**config.mk**
```make
export PLATFORM = sky130hd
export DESIGN_NAME = mul_fxp_pipe
export DESIGN_NICKNAME = d
export VERILOG_FILES = /design/src/rtl/mul_fxp_pkg.sv /design/src/rtl/mul_fxp_lane.sv /design/src/rtl/mul_fxp_pipe.sv
export SDC_FILE = /design/constraint.sdc
export NUM_CORES = 1
export LEC_CHECK = 0
export CAP_MARGIN = 10
export CORE_UTILIZATION = 55
export CTS_CLUSTER_SIZE = 40
export DETAILED_ROUTE_END_ITERATION = 6
export PLACE_DENSITY = 0.79
export SLEW_MARGIN = 20
export SYNTH_ARGS = -nofsm -noshare
export SYNTH_HDL_FRONTEND = slang
export SYNTH_SLANG_ARGS = --single-unit
```
**constraint.sdc**
```tcl
create_clock -name clk -period 6.1 [get_ports clk]
set_input_delay 1.22 -clock clk [delete_from_list [all_inputs] [get_ports clk]]
set_output_delay 1.22 -clock clk [all_outputs]
set_load 0.02 [all_outputs]
```
**src/rtl/mul_fxp_pkg.sv**
```systemverilog
// Shared definitions for the pipelined fixed-point multiplier.
package mul_fxp_pkg;

    typedef enum logic [1:0] {
        RND_TRUNC     = 2'd0,
        RND_HALF_UP   = 2'd1,
        RND_HALF_EVEN = 2'd2
    } rmode_t;

endpackage

```
**src/rtl/mul_fxp_lane.sv**
```systemverilog
// One multiplier lane: S2 forms the full signed product, S3 rounds,
// detects overflow and saturates or wraps into the result register.
module mul_fxp_lane
    import mul_fxp_pkg::*;
#(
    parameter int WIDTH = 16,
    parameter int FBITS = 8,
    parameter int SAT   = 1
) (
    input  logic             clk,
    input  logic             rst,
    input  logic             en,
    input  logic [WIDTH-1:0] a,
    input  logic [WIDTH-1:0] b,
    input  logic [1:0]       rmode,
    output logic [WIDTH-1:0] val,
    output logic             ovf
);

    localparam logic signed [2*WIDTH:0] HALF = (2*WIDTH+1)'(1) << (FBITS-1);
    localparam logic signed [2*WIDTH:0] ONE  = (2*WIDTH+1)'(1);

    rmode_t                    rm;
    logic signed [2*WIDTH-1:0] prod;
    logic signed [2*WIDTH:0]   ext;
    logic signed [2*WIDTH:0]   inc;
    logic signed [2*WIDTH:0]   sum;
    logic signed [2*WIDTH:0]   rounded;
    logic [WIDTH+1:0]          top;
    logic                      in_range;
    logic [WIDTH-1:0]          sat_val;
    logic [WIDTH-1:0]          res;

    assign rm = rmode_t'(rmode);

    always_ff @(posedge clk) begin
        if (en) begin
            prod <= (2*WIDTH)'($signed(a)) * (2*WIDTH)'($signed(b));
        end
    end

    // One extra bit of headroom so the rounding increment can never wrap.
    assign ext = {prod[2*WIDTH-1], prod};

    // Half-even: add half-1 plus the kept LSB, so exact ties only carry
    // into an odd LSB while every other fraction rounds to nearest.
    always_comb begin
        inc = '0;
        case (rm)
            RND_TRUNC:   inc = '0;
            RND_HALF_UP: inc = HALF;
            default:     inc = HALF - ONE + {{(2*WIDTH){1'b0}}, prod[FBITS]};
        endcase
    end

    assign sum      = ext + inc;
    assign rounded  = sum >>> FBITS;
    assign top      = rounded[2*WIDTH:WIDTH-1];
    assign in_range = (&top) | ~(|top);
    assign sat_val  = rounded[2*WIDTH] ? {1'b1, {(WIDTH-1){1'b0}}}
                                       : {1'b0, {(WIDTH-1){1'b1}}};
    assign res      = (in_range || SAT == 0) ? rounded[WIDTH-1:0] : sat_val;

    always_ff @(posedge clk) begin
        if (rst) begin
            val <= '0;
            ovf <= 1'b0;
        end else if (en) begin
            val <= res;
            ovf <= ~in_range;
        end
    end

endmodule

```
**src/rtl/mul_fxp_pipe.sv**
```systemverilog
// Three-stage pipelined signed fixed-point multiplier with LANES lanes
// sharing a single valid/ready handshake.
module mul_fxp_pipe
    import mul_fxp_pkg::*;
#(
    parameter int WIDTH = 16,
    parameter int FBITS = 8,
    parameter int LANES = 1,
    parameter int SAT   = 1
) (
    input  logic                   clk,
    input  logic                   rst,
    input  logic                   in_valid,
    output logic                   in_ready,
    input  logic [LANES*WIDTH-1:0] a,
    input  logic [LANES*WIDTH-1:0] b,
    input  logic [1:0]             rmode,
    output logic                   out_valid,
    input  logic                   out_ready,
    output logic [LANES*WIDTH-1:0] val,
    output logic [LANES-1:0]       ovf
);

    if (FBITS < 1 || FBITS >= WIDTH) begin : g_bad_fbits
        $error("mul_fxp_pipe: FBITS must satisfy 1 <= FBITS < WIDTH");
    end

    // Handshake: a transfer happens on a rising edge where valid && ready.
    // Valid never depends on ready; the whole pipe advances together on
    // en, so in_ready is high whenever the output slot is empty or draining.
    logic                   en;
    logic                   v1;
    logic                   v2;
    logic [LANES*WIDTH-1:0] a1;
    logic [LANES*WIDTH-1:0] b1;
    rmode_t                 rm1;
    rmode_t                 rm2;

    assign en       = !out_valid || out_ready;
    assign in_ready = en;

    always_ff @(posedge clk) begin
        if (rst) begin
            v1        <= 1'b0;
            v2        <= 1'b0;
            out_valid <= 1'b0;
        end else if (en) begin
            v1        <= in_valid;
            v2        <= v1;
            out_valid <= v2;
        end
    end

    // Mode 3 is folded into half-even at capture so lanes see only legal codes.
    always_ff @(posedge clk) begin
        if (en) begin
            a1  <= a;
            b1  <= b;
            rm1 <= (rmode == 2'd3) ? RND_HALF_EVEN : rmode_t'(rmode);
            rm2 <= rm1;
        end
    end

    for (genvar i = 0; i < LANES; i++) begin : g_lane
        mul_fxp_lane #(
            .WIDTH (WIDTH),
            .FBITS (FBITS),
            .SAT   (SAT)
        ) u_lane (
            .clk   (clk),
            .rst   (rst),
            .en    (en),
            .a     (a1[i*WIDTH +: WIDTH]),
            .b     (b1[i*WIDTH +: WIDTH]),
            .rmode (rm2),
            .val   (val[i*WIDTH +: WIDTH]),
            .ovf   (ovf[i])
        );
    end

endmodule

```
# Word level (Yosys, flattened, before mapping)
# Cells that the tools add are included.
[totals] register_bits=88 word_cells=26 output_inout_bits=19 input_bits=38
[op_classes] n_addsub=2 n_reduce_logical=5 n_mul=1 bitwise=3 mux=3 n_eq_ne=2
[ops] operator="33-bit one-hot mux with 2 select lines" n=1
[ops] operator="32-bit by 33-bit adder with 33-bit output" n=1
[ops] operator="16-bit by 16-bit multiplier with 32-bit output" n=1
[ops] operator="16-bit 2-to-1 mux" n=2
[ops] operator="10-bit AND reduction" n=1
[ops] operator="10-bit OR reduction" n=1
[ops] operator="7-bit by 1-bit adder with 8-bit output (first input constant)" n=1
[ops] operator="2-bit by 1-bit equality test with 1-bit output (second input constant)" n=1
[ops] operator="2-bit equality test (second input constant)" n=1
[ops] operator="2-bit logical NOT" n=1
[ops] operator="1-bit NOT" n=2
[ops] operator="1-bit logical NOT" n=1
[ops] operator="1-bit logical OR" n=1
[ops] operator="1-bit OR" n=1

# Longest topological paths before layout
# Gate-level depths: netlist (run 1).
[depth] ltp_word=7 ltp_mapped=23 depth_no_buf=22

# By module
# From an unflattened synthesis (run 1), not the netlist that was laid out.
[hier_totals] cells_unflattened=1349 hier_area_um2=13459.2
[by_module_without_submodules] module="mul_fxp_lane" cells_per_inst=1299 instances=1 seq_area_each_um2=1301.2 area_per_inst_um2=12239.2
[by_module_without_submodules] module="mul_fxp_pipe" cells_per_inst=50 instances=1 seq_area_each_um2=1141.1 area_per_inst_um2=1219.9

# Worst setup path after synthesis (run 1)
# No wires, ideal clock.
[synth_timing] path_kind="register to register" from="reg a1[15]" to="reg g_lane[0].u_lane.prod[31], data pin" setup_slack_ps=15 setup_time_ps=260 t_arrival_ps=5826 required_ps=5840 period_less_slack_ps=6085 n_path_buf=1 stages_incl_launch_ff=21 cell_sequence="edfxtp_1 -> clkbuf_1 -> nand2_1 -> inv_1 -> fa_1 -> fa_1 -> fa_1 -> fa_1 -> fa_1 -> inv_1 -> fa_1 -> inv_1 -> ha_1 -> a21o_1 -> a21o_1 -> a21o_1 -> a21oi_1 -> and4_1 -> o41ai_1 -> a21oi_1 -> xnor2_1"
[synth_between] elab_chain_cells=1
[synth_rtl] item="start, declared" line_no="mul_fxp_pipe.sv:34" text="logic [LANES*WIDTH-1:0] a1;"
[synth_rtl] item="start signal, assigned" line_no="mul_fxp_pipe.sv:57" text="a1 <= a;"
[synth_rtl] item="16-bit by 16-bit multiplier with 32-bit output" line_no="mul_fxp_lane.sv:38" text="prod <= (2*WIDTH)'($signed(a)) * (2*WIDTH)'($signed(b));"
[synth_rtl] item="end signal, assigned" line_no="mul_fxp_lane.sv:38"
[synth_rtl] item="end, declared" line_no="mul_fxp_lane.sv:24" text="logic signed [2*WIDTH-1:0] prod;"
# Every way passes these cells.
# A chain may end at the register's enable or synchronous reset.

# Worst setup path in the final report (run 1)
# Ends and elaborated chain as after synthesis.

==> flow_metrics.env, run 1 <==
export IMPL_status="finished clean"
export IMPL_final_seq_area_mm2=0.00244
export IMPL_diodes=0
export IMPL_yosys_area_share_simple_pct=14.1
export IMPL_grt_usage_pct=24.5
export IMPL_cts_tree="done"
export IMPL_grt_pass1_vias=9784
export IMPL_avgSynthCellArea_um2=9.99
export IMPL_critPathMaxFanout=5
export IMPL_dp_hpwl_um=23200
export IMPL_place_area_mm2=0.0146
export IMPL_synthAdderAreaFrac_pct=48.3
export IMPL_yosys_top_cells_area="fa_1 (40%), edfxtp_1 (15%), inv_1 (8.8%)"
export IMPL_reg2reg_to="g_lane[0].u_lane.prod[31]"
export IMPL_htreeDepth=3
export IMPL_critPathKind="reg -> reg"
export IMPL_viasPerCell=5.29
export IMPL_antenna_found_initial=0
export IMPL_cts_max_path_buffers=2
export IMPL_firstDrtPassIters=5
export IMPL_cts_sinks=88
export IMPL_first_iter_violations=649
export IMPL_antenna_left=0
export IMPL_syn_inst=1319
export IMPL_die_x_um=157
export IMPL_overflow=0
export IMPL_worstPathRequired_ns=6.20
export IMPL_met1_length_um=12400
export IMPL_fin_crit_sh_pct=99.6
export IMPL_min_to="rm2[1]"
export IMPL_fillers=1726
export IMPL_grt_max_degree=59
export IMPL_vias=9418
export IMPL_cp_start_kind="register"
export IMPL_hold_ws_ns=0.426
export IMPL_final_cell_area_mm2=0.0154
export IMPL_synth_top_area_share_pct=39.8
export IMPL_synth_area_leader_cell="fa_1"
export IMPL_reg2reg_depth=20
export IMPL_cts_buffers=9
export IMPL_hold_path_class="reg -> reg"
export IMPL_fp_row_count=56
export IMPL_finalHoldViolCount=0
export IMPL_synth_compound_area_share_pct=5.38
export IMPL_setup_violations=0
export IMPL_synth_edf_count=68
export IMPL_worstMarginPinSlew_ns=0.725
export IMPL_ioPinCount=57
export IMPL_ys_ff_latch=88
export IMPL_synthFlopType="edfxtp_1"
export IMPL_final_nets=1845
export IMPL_fin_skew_ns=0.0177
export IMPL_met3_length_um=1940
export IMPL_grt_pass1_wl_um=46700
export IMPL_slew_headroom_pct=51.6
export IMPL_whs_path_depth=0
export IMPL_rr_startpoint="a1[15]"
export IMPL_worstSetupEndpointType="register"
export IMPL_multi_input_area_mm2=0.00962
export IMPL_wl_met2_um=13900
export IMPL_min_from="rm1[1]"
export IMPL_core_mm2=0.0235
export IMPL_synth_cell_types=48
export IMPL_yosysSeqAreaShare_pct=18.5
export IMPL_wl_per_cell_um=16.3
export IMPL_slew_violations=0
export IMPL_layout_min_cycle_time_ns=6.08
export IMPL_cap_violations=0
export IMPL_clkTransAtPathRegs_ns=0.07
export IMPL_synth_mux_area_share_pct=0.323
export IMPL_synth_most_common_cell="inv_1"
export IMPL_start_util_pct=56.1
export IMPL_syn_nets=1708
export IMPL_critPathArrivalTime_ns=6.18
export IMPL_drive_gt1_share_pct=12.0
export IMPL_ys_async_sr_fraction_pct=0
export IMPL_clock_latency_ns=0.37
export IMPL_gp_congestion=0.881
export IMPL_netlist_area_mm2=0.0132
export IMPL_syn_to_final_growth_pct=16.6
export IMPL_synth_top_family_by_area="adder cells"
export IMPL_synth_warnings=0
export IMPL_ys_top_cells_by_count="inv_1 (310), fa_1 (262), nand2_1 (145)"
export IMPL_cts_root_buf="clkbuf_16"
export IMPL_regToRegSetupSlack_ns=0.02
export IMPL_fmax_mhz=165
export IMPL_port_buffers=56
export IMPL_wl_um=29100
export IMPL_fp_dieArea_mm2=0.0246
export IMPL_dr_max_layer_used="met4"
export IMPL_die_h_um=157
export IMPL_synthXorXnorAreaFrac_pct=3.32
export IMPL_rsz0062_at_grt="yes"
export IMPL_drc=0
-- timing repair --
item / CTS / global route
hold buffers: 0 / 0
pin swaps: 0 / 29
buffers inserted: 16 / 16
gates resized for setup: 5 / 49
endpoints found under the setup margin: 2 / 12
-- critical path, cell delays in order, from the launching register on --
cell and delay [ns]:
edfxtp_1 0.49, buf_4 0.20, nand2_2 0.13, inv_1 0.08
fa_1 0.47, fa_1 0.55, fa_2 0.48, fa_1 0.50
fa_1 0.51, inv_1 0.06, fa_1 0.47, inv_1 0.04
ha_1 0.28, and3_4 0.22, and2_4 0.16, and3_4 0.21
o2111ai_4 0.14, and4_4 0.23, o41ai_2 0.33, a21oi_1 0.13
xnor2_1 0.14
-- cell usage in the layout (no fill, tap or decap), types with 8 or more instances in the layout --
| cell | instances |
|---|---|
| a21o_1 | 12 |
| buf_6 | 8 |
| inv_1 | 307 |
| clkdlybuf4s50_1 | 56 |
| o21ai_0 | 17 |
| fa_2 | 11 |
| nand4_1 | 8 |
| nand3_1 | 10 |
| and2_1 | 117 |
| nor2_1 | 44 |
| dfxtp_1 | 20 |
| xnor2_1 | 42 |
| clkbuf_16 | 10 |
| fa_1 | 251 |
| buf_4 | 98 |
| xor2_1 | 8 |
| nand2_1 | 144 |
| a21oi_1 | 19 |
| nor3_1 | 10 |
| edfxtp_1 | 68 |
| a221o_1 | 9 |
| ha_1 | 82 |
-- flip-flops by register name, summed over array words and instances (netlist names), 2 cells and up --
register,flops
a1,16
b1,16
g_lane.u_lane.prod,32
g_lane.u_lane.val,16
rm1,2
rm2,2
-- metal layers --
metal / global-route usage, % / up-vias
met1: 32.9 / 4687
met2: 40.7 / 374
met3: 4.10 / 69
met5: 0 / -
li1: - / 4288
met4: 7.24 / 0
-- per-stage QoR --
stage               util (%)  setup TNS (ns)  instances  setup slack, ns
finish                  65.5               0       1780           0.0222
global route            65.5          -0.301       1780           -0.203
CTS                     64.0               0       1764           0.0105
detailed placement      62.0          -0.155       1732           -0.133
global placement        62.0        -0.00257       1732         -0.00257
floorplan                  -               0       1319           0.0146
-- final cells by class --
| type | count | area share [%] |
|---|---|---|
| Multi-Input combinational cell | 881 | 62.6 |
| Sequential cell | 88 | 15.9 |
| Timing Repair Buffer | 165 | 9.31 |
| Inverter | 311 | 7.60 |
| Tap cell | 319 | 2.60 |
| Clock buffer | 10 | 1.63 |
| Clock inverter | 6 | 0.366 |
-- cell families after synthesis --
kind of cell    Yosys count
compound gates          101
xor+xnor                 50
fa+ha+maj               351
buf+inv                 350
flops                    88
mux                       4
simple gates            375
-- worst max path at each step --
stage | end | depth (start not counted) | slack, ns | from
4_1_cts | g_lane[0].u_lane.prod[31] | 20 | 0.01 | b1[3]
2_1_floorplan | g_lane[0].u_lane.prod[31] | 20 | 0.01 | a1[15]
3_5_place_dp | g_lane[0].u_lane.prod[31] | 19 | -0.13 | b1[1]
6_report | g_lane[0].u_lane.prod[31] | 20 | 0.02 | a1[15]
3_3_place_gp | g_lane[0].u_lane.prod[31] | 20 | -0.003 | a1[10]
5_1_grt | g_lane[0].u_lane.prod[31] | 21 | -0.20 | a1[15]
Power of run 1 is not shown: default switching activity piles up to over one toggle a cycle in this logic, so the estimate is an artifact.
==> inputs of run 2 (changes only) <==
--- a/config.mk
+++ b/config.mk
@@ -5,6 +5,7 @@
 export SDC_FILE = /design/constraint.sdc
 export NUM_CORES = 1
 export LEC_CHECK = 0
+export ABC_CLOCK_PERIOD_IN_PS = 6100
 export CAP_MARGIN = 10
 export CORE_UTILIZATION = 55
 export CTS_CLUSTER_SIZE = 40
@@ -14,3 +15,4 @@
 export SYNTH_ARGS = -nofsm -noshare
 export SYNTH_HDL_FRONTEND = slang
 export SYNTH_SLANG_ARGS = --single-unit
+export TNS_END_PERCENT = 100
==> results of run 2 <==
Final layout, timing and power as in run 1 (identical DEF).
Power of run 2 is left out for the same reason.
==> inputs of run 3 (changes only) <==
--- a/config.mk
+++ b/config.mk
@@ -6,10 +6,11 @@
 export NUM_CORES = 1
 export LEC_CHECK = 0
 export ABC_CLOCK_PERIOD_IN_PS = 6100
-export CAP_MARGIN = 10
+export CAP_MARGIN = 15
 export CORE_UTILIZATION = 55
 export CTS_CLUSTER_SIZE = 40
 export DETAILED_ROUTE_END_ITERATION = 6
+export MAX_ROUTING_LAYER = met4
 export PLACE_DENSITY = 0.79
 export SLEW_MARGIN = 20
 export SYNTH_ARGS = -nofsm -noshare
==> constraint.sdc (replaced) <==
create_clock -name clk -period 6.1 [get_ports clk]
set_input_delay 1.22 -clock clk [delete_from_list [all_inputs] [get_ports clk]]
set_output_delay 1.22 -clock clk [all_outputs]
set_load 0.05 [all_outputs]
==> run 3 against run 2 <==
First-iteration DRC count rose by 18%. Hold slack got worse by 0.0042 ns. Cell area grew 1.2%. Sequential share of layout area down 0.19 points. Critical path depth did not move. Die area is the same. Final cell count increased by 0.90%. Non-clock buffer count grew 16. Count of clock-buffer cells in the layout fell by 1. Utilization is 0.78 points higher.
==> flow_metrics.env, run 3 (same netlist as run 1, synthesis figures left out) <==
export IMPL_status="finished clean"
export IMPL_path_depth=20
export IMPL_wl_per_cell_um=16.4
export IMPL_worstPathRequired_ns=6.20
export IMPL_cts_max_path_buffers=2
export IMPL_finalHoldViolCount=0
export IMPL_viasPerCell=5.34
export IMPL_ioPinCount=57
export IMPL_layout_common_cells="inv_1 (309), fa_1 (244), nand2_1 (143), and2_1 (119), buf_4 (106)"
export IMPL_final_nets=1861
export IMPL_hold_ws_ns=0.422
export IMPL_slew_headroom_pct=55.6
export IMPL_antenna_found_initial=0
export IMPL_cap_violations=0
export IMPL_die_x_um=157
export IMPL_final_cell_area_mm2=0.0156
export IMPL_antenna_left=0
export IMPL_pre_cts_ws_ns=-0.154
export IMPL_reg2reg_depth=20
export IMPL_slowest_stage="fa_1"
export IMPL_slew_violations=0
export IMPL_cts_buffers=9
export IMPL_port_buffers=56
export IMPL_setup_slack_ns=0.0124
export IMPL_gp_congestion=0.928
export IMPL_rsz0062_at_grt="yes"
export IMPL_die_h_um=157
export IMPL_start_util_pct=56.1
export IMPL_overflow=0
export IMPL_final_common_cell="inv_1"
export IMPL_hold_path_class="reg -> reg"
export IMPL_critPathMaxStageDelay_ns=0.55
export IMPL_grt_pass1_wl_um=47600
export IMPL_fin_skew_ns=0.0120
export IMPL_critPathMaxFanout=4
export IMPL_syn_to_final_growth_pct=18.0
export IMPL_whs_path_depth=0
export IMPL_firstDrtPassIters=5
export IMPL_critPathArrivalTime_ns=6.18
export IMPL_place_area_mm2=0.0146
export IMPL_diodes=0
export IMPL_cp_start_kind="register"
export IMPL_fin_crit_sh_pct=99.8
export IMPL_dp_hpwl_um=23400
export IMPL_vias=9594
export IMPL_cp_common_cell="fa_1"
export IMPL_setup_violations=0
export IMPL_first_iter_violations=767
export IMPL_cts_hold_buf=0
export IMPL_clock_latency_ns=0.35
export IMPL_regToRegSetupSlack_ns=0.01
export IMPL_crit_path_cell_trace="buf_4, nand2_1, inv_1, fa_1, fa_1, fa_1, fa_1, fa_1, inv_1, fa_1, inv_1, ha_1, and3_4, and2_4, and3_4, o2111ai_4, and4_4, o41ai_2, a21oi_1, xnor2_1"
export IMPL_wl_um=29500
export IMPL_grt_pass1_vias=10000
export IMPL_fp_dieArea_mm2=0.0246
export IMPL_layout_min_cycle_time_ns=6.09
export IMPL_cts_tree="done"
export IMPL_fp_row_count=56
export IMPL_grt_usage_pct=25.8
export IMPL_cp_top_family="adder cells"
export IMPL_largest_register_ffs=32
export IMPL_worstSetupEndpointType="register"
export IMPL_drc=0
export IMPL_top_register="g_lane.u_lane.prod"
export IMPL_drive_gt1_share_pct=13.3
export IMPL_cts_sinks=88
export IMPL_path_buf_inv=4
export IMPL_htreeDepth=3
export IMPL_fmax_mhz=164
export IMPL_worstMarginPinSlew_ns=0.666
export IMPL_clkTransAtPathRegs_ns=0.08
export IMPL_cts_root_buf="clkbuf_16"
export IMPL_grt_max_degree=54
export IMPL_post_route_util_pct=66.3
export IMPL_critPathKind="reg -> reg"
export IMPL_core_mm2=0.0235
==> run 3: cell count changes in the layout (fill, tap and decap cells not counted), moves of 2 or more <==
cell and change:
inv_1 +2, and2_1 +2, buf_4 +8, a221oi_1 +2
fa_1 -7, a221oi_2 -2, ha_4 +2, ha_1 -2
buf_6 +8, and2_4 -2, inv_2 -2, fa_2 +7
==> run 3: layout make-up <==
cell class / instances / area (um^2)
inverters: 311 / 1170
fillers: 1645 / 7920
multi-input cells: 881 / 9650
flip-flops and latches: 88 / 2440
clock buffers: 9 / 225
repair buffers: 181 / 1600
well taps: 319 / 399
clock inverters: 7 / 68.8
==> run 3: timing repair <==
item,4_1_cts,5_1_grt
setup endpoints to repair,2,11
pin swaps,0,31
resized for setup,6,59
buffers inserted,19,27
==> run 3: worst paths after layout <==
check | startpoint | endpoint
worst max-delay path | b1[4] | g_lane[0].u_lane.prod[31]
worst min-delay path | rm1[1] | rm2[1]
worst max register to register | b1[4] | g_lane[0].u_lane.prod[31]
worst min register to register | rm1[1] | rm2[1]
==> run 3: worst reg2reg max path: cells and delay by family, from the launching register on <==
kind | cells | cell delay (ns)
DFF | 1 | 0.47
xor gates and xnor gates | 1 | 0.14
and+or+nand+nor | 5 | 0.98
adders and majority gates | 7 | 3.27
buffers and inverters | 4 | 0.35
AOI/OAI and AO/OA | 3 | 0.60
==> run 3: metal layers <==
layer / share of wire [%] / track usage (%) / vias to the layer above
li1: - / - / 4328
met1: 42 / 34.0 / 4724
met2: 48 / 41.1 / 455
met3: 7.5 / 4.24 / 87
met4: 2.7 / 7.75 / 0
met5: 0 / - / -
==> run 3: metrics by stage <==
| step | TNS [ns] | instances |
|---|---|---|
| floorplan | 0 | 1319 |
| global placement | -0.000661 | 1734 |
| detailed placement | -0.190 | 1734 |
| CTS | 0 | 1769 |
| global route | -0.234 | 1796 |
| finish | 0 | 1796 |
Power of run 3 is left out for the same reason.
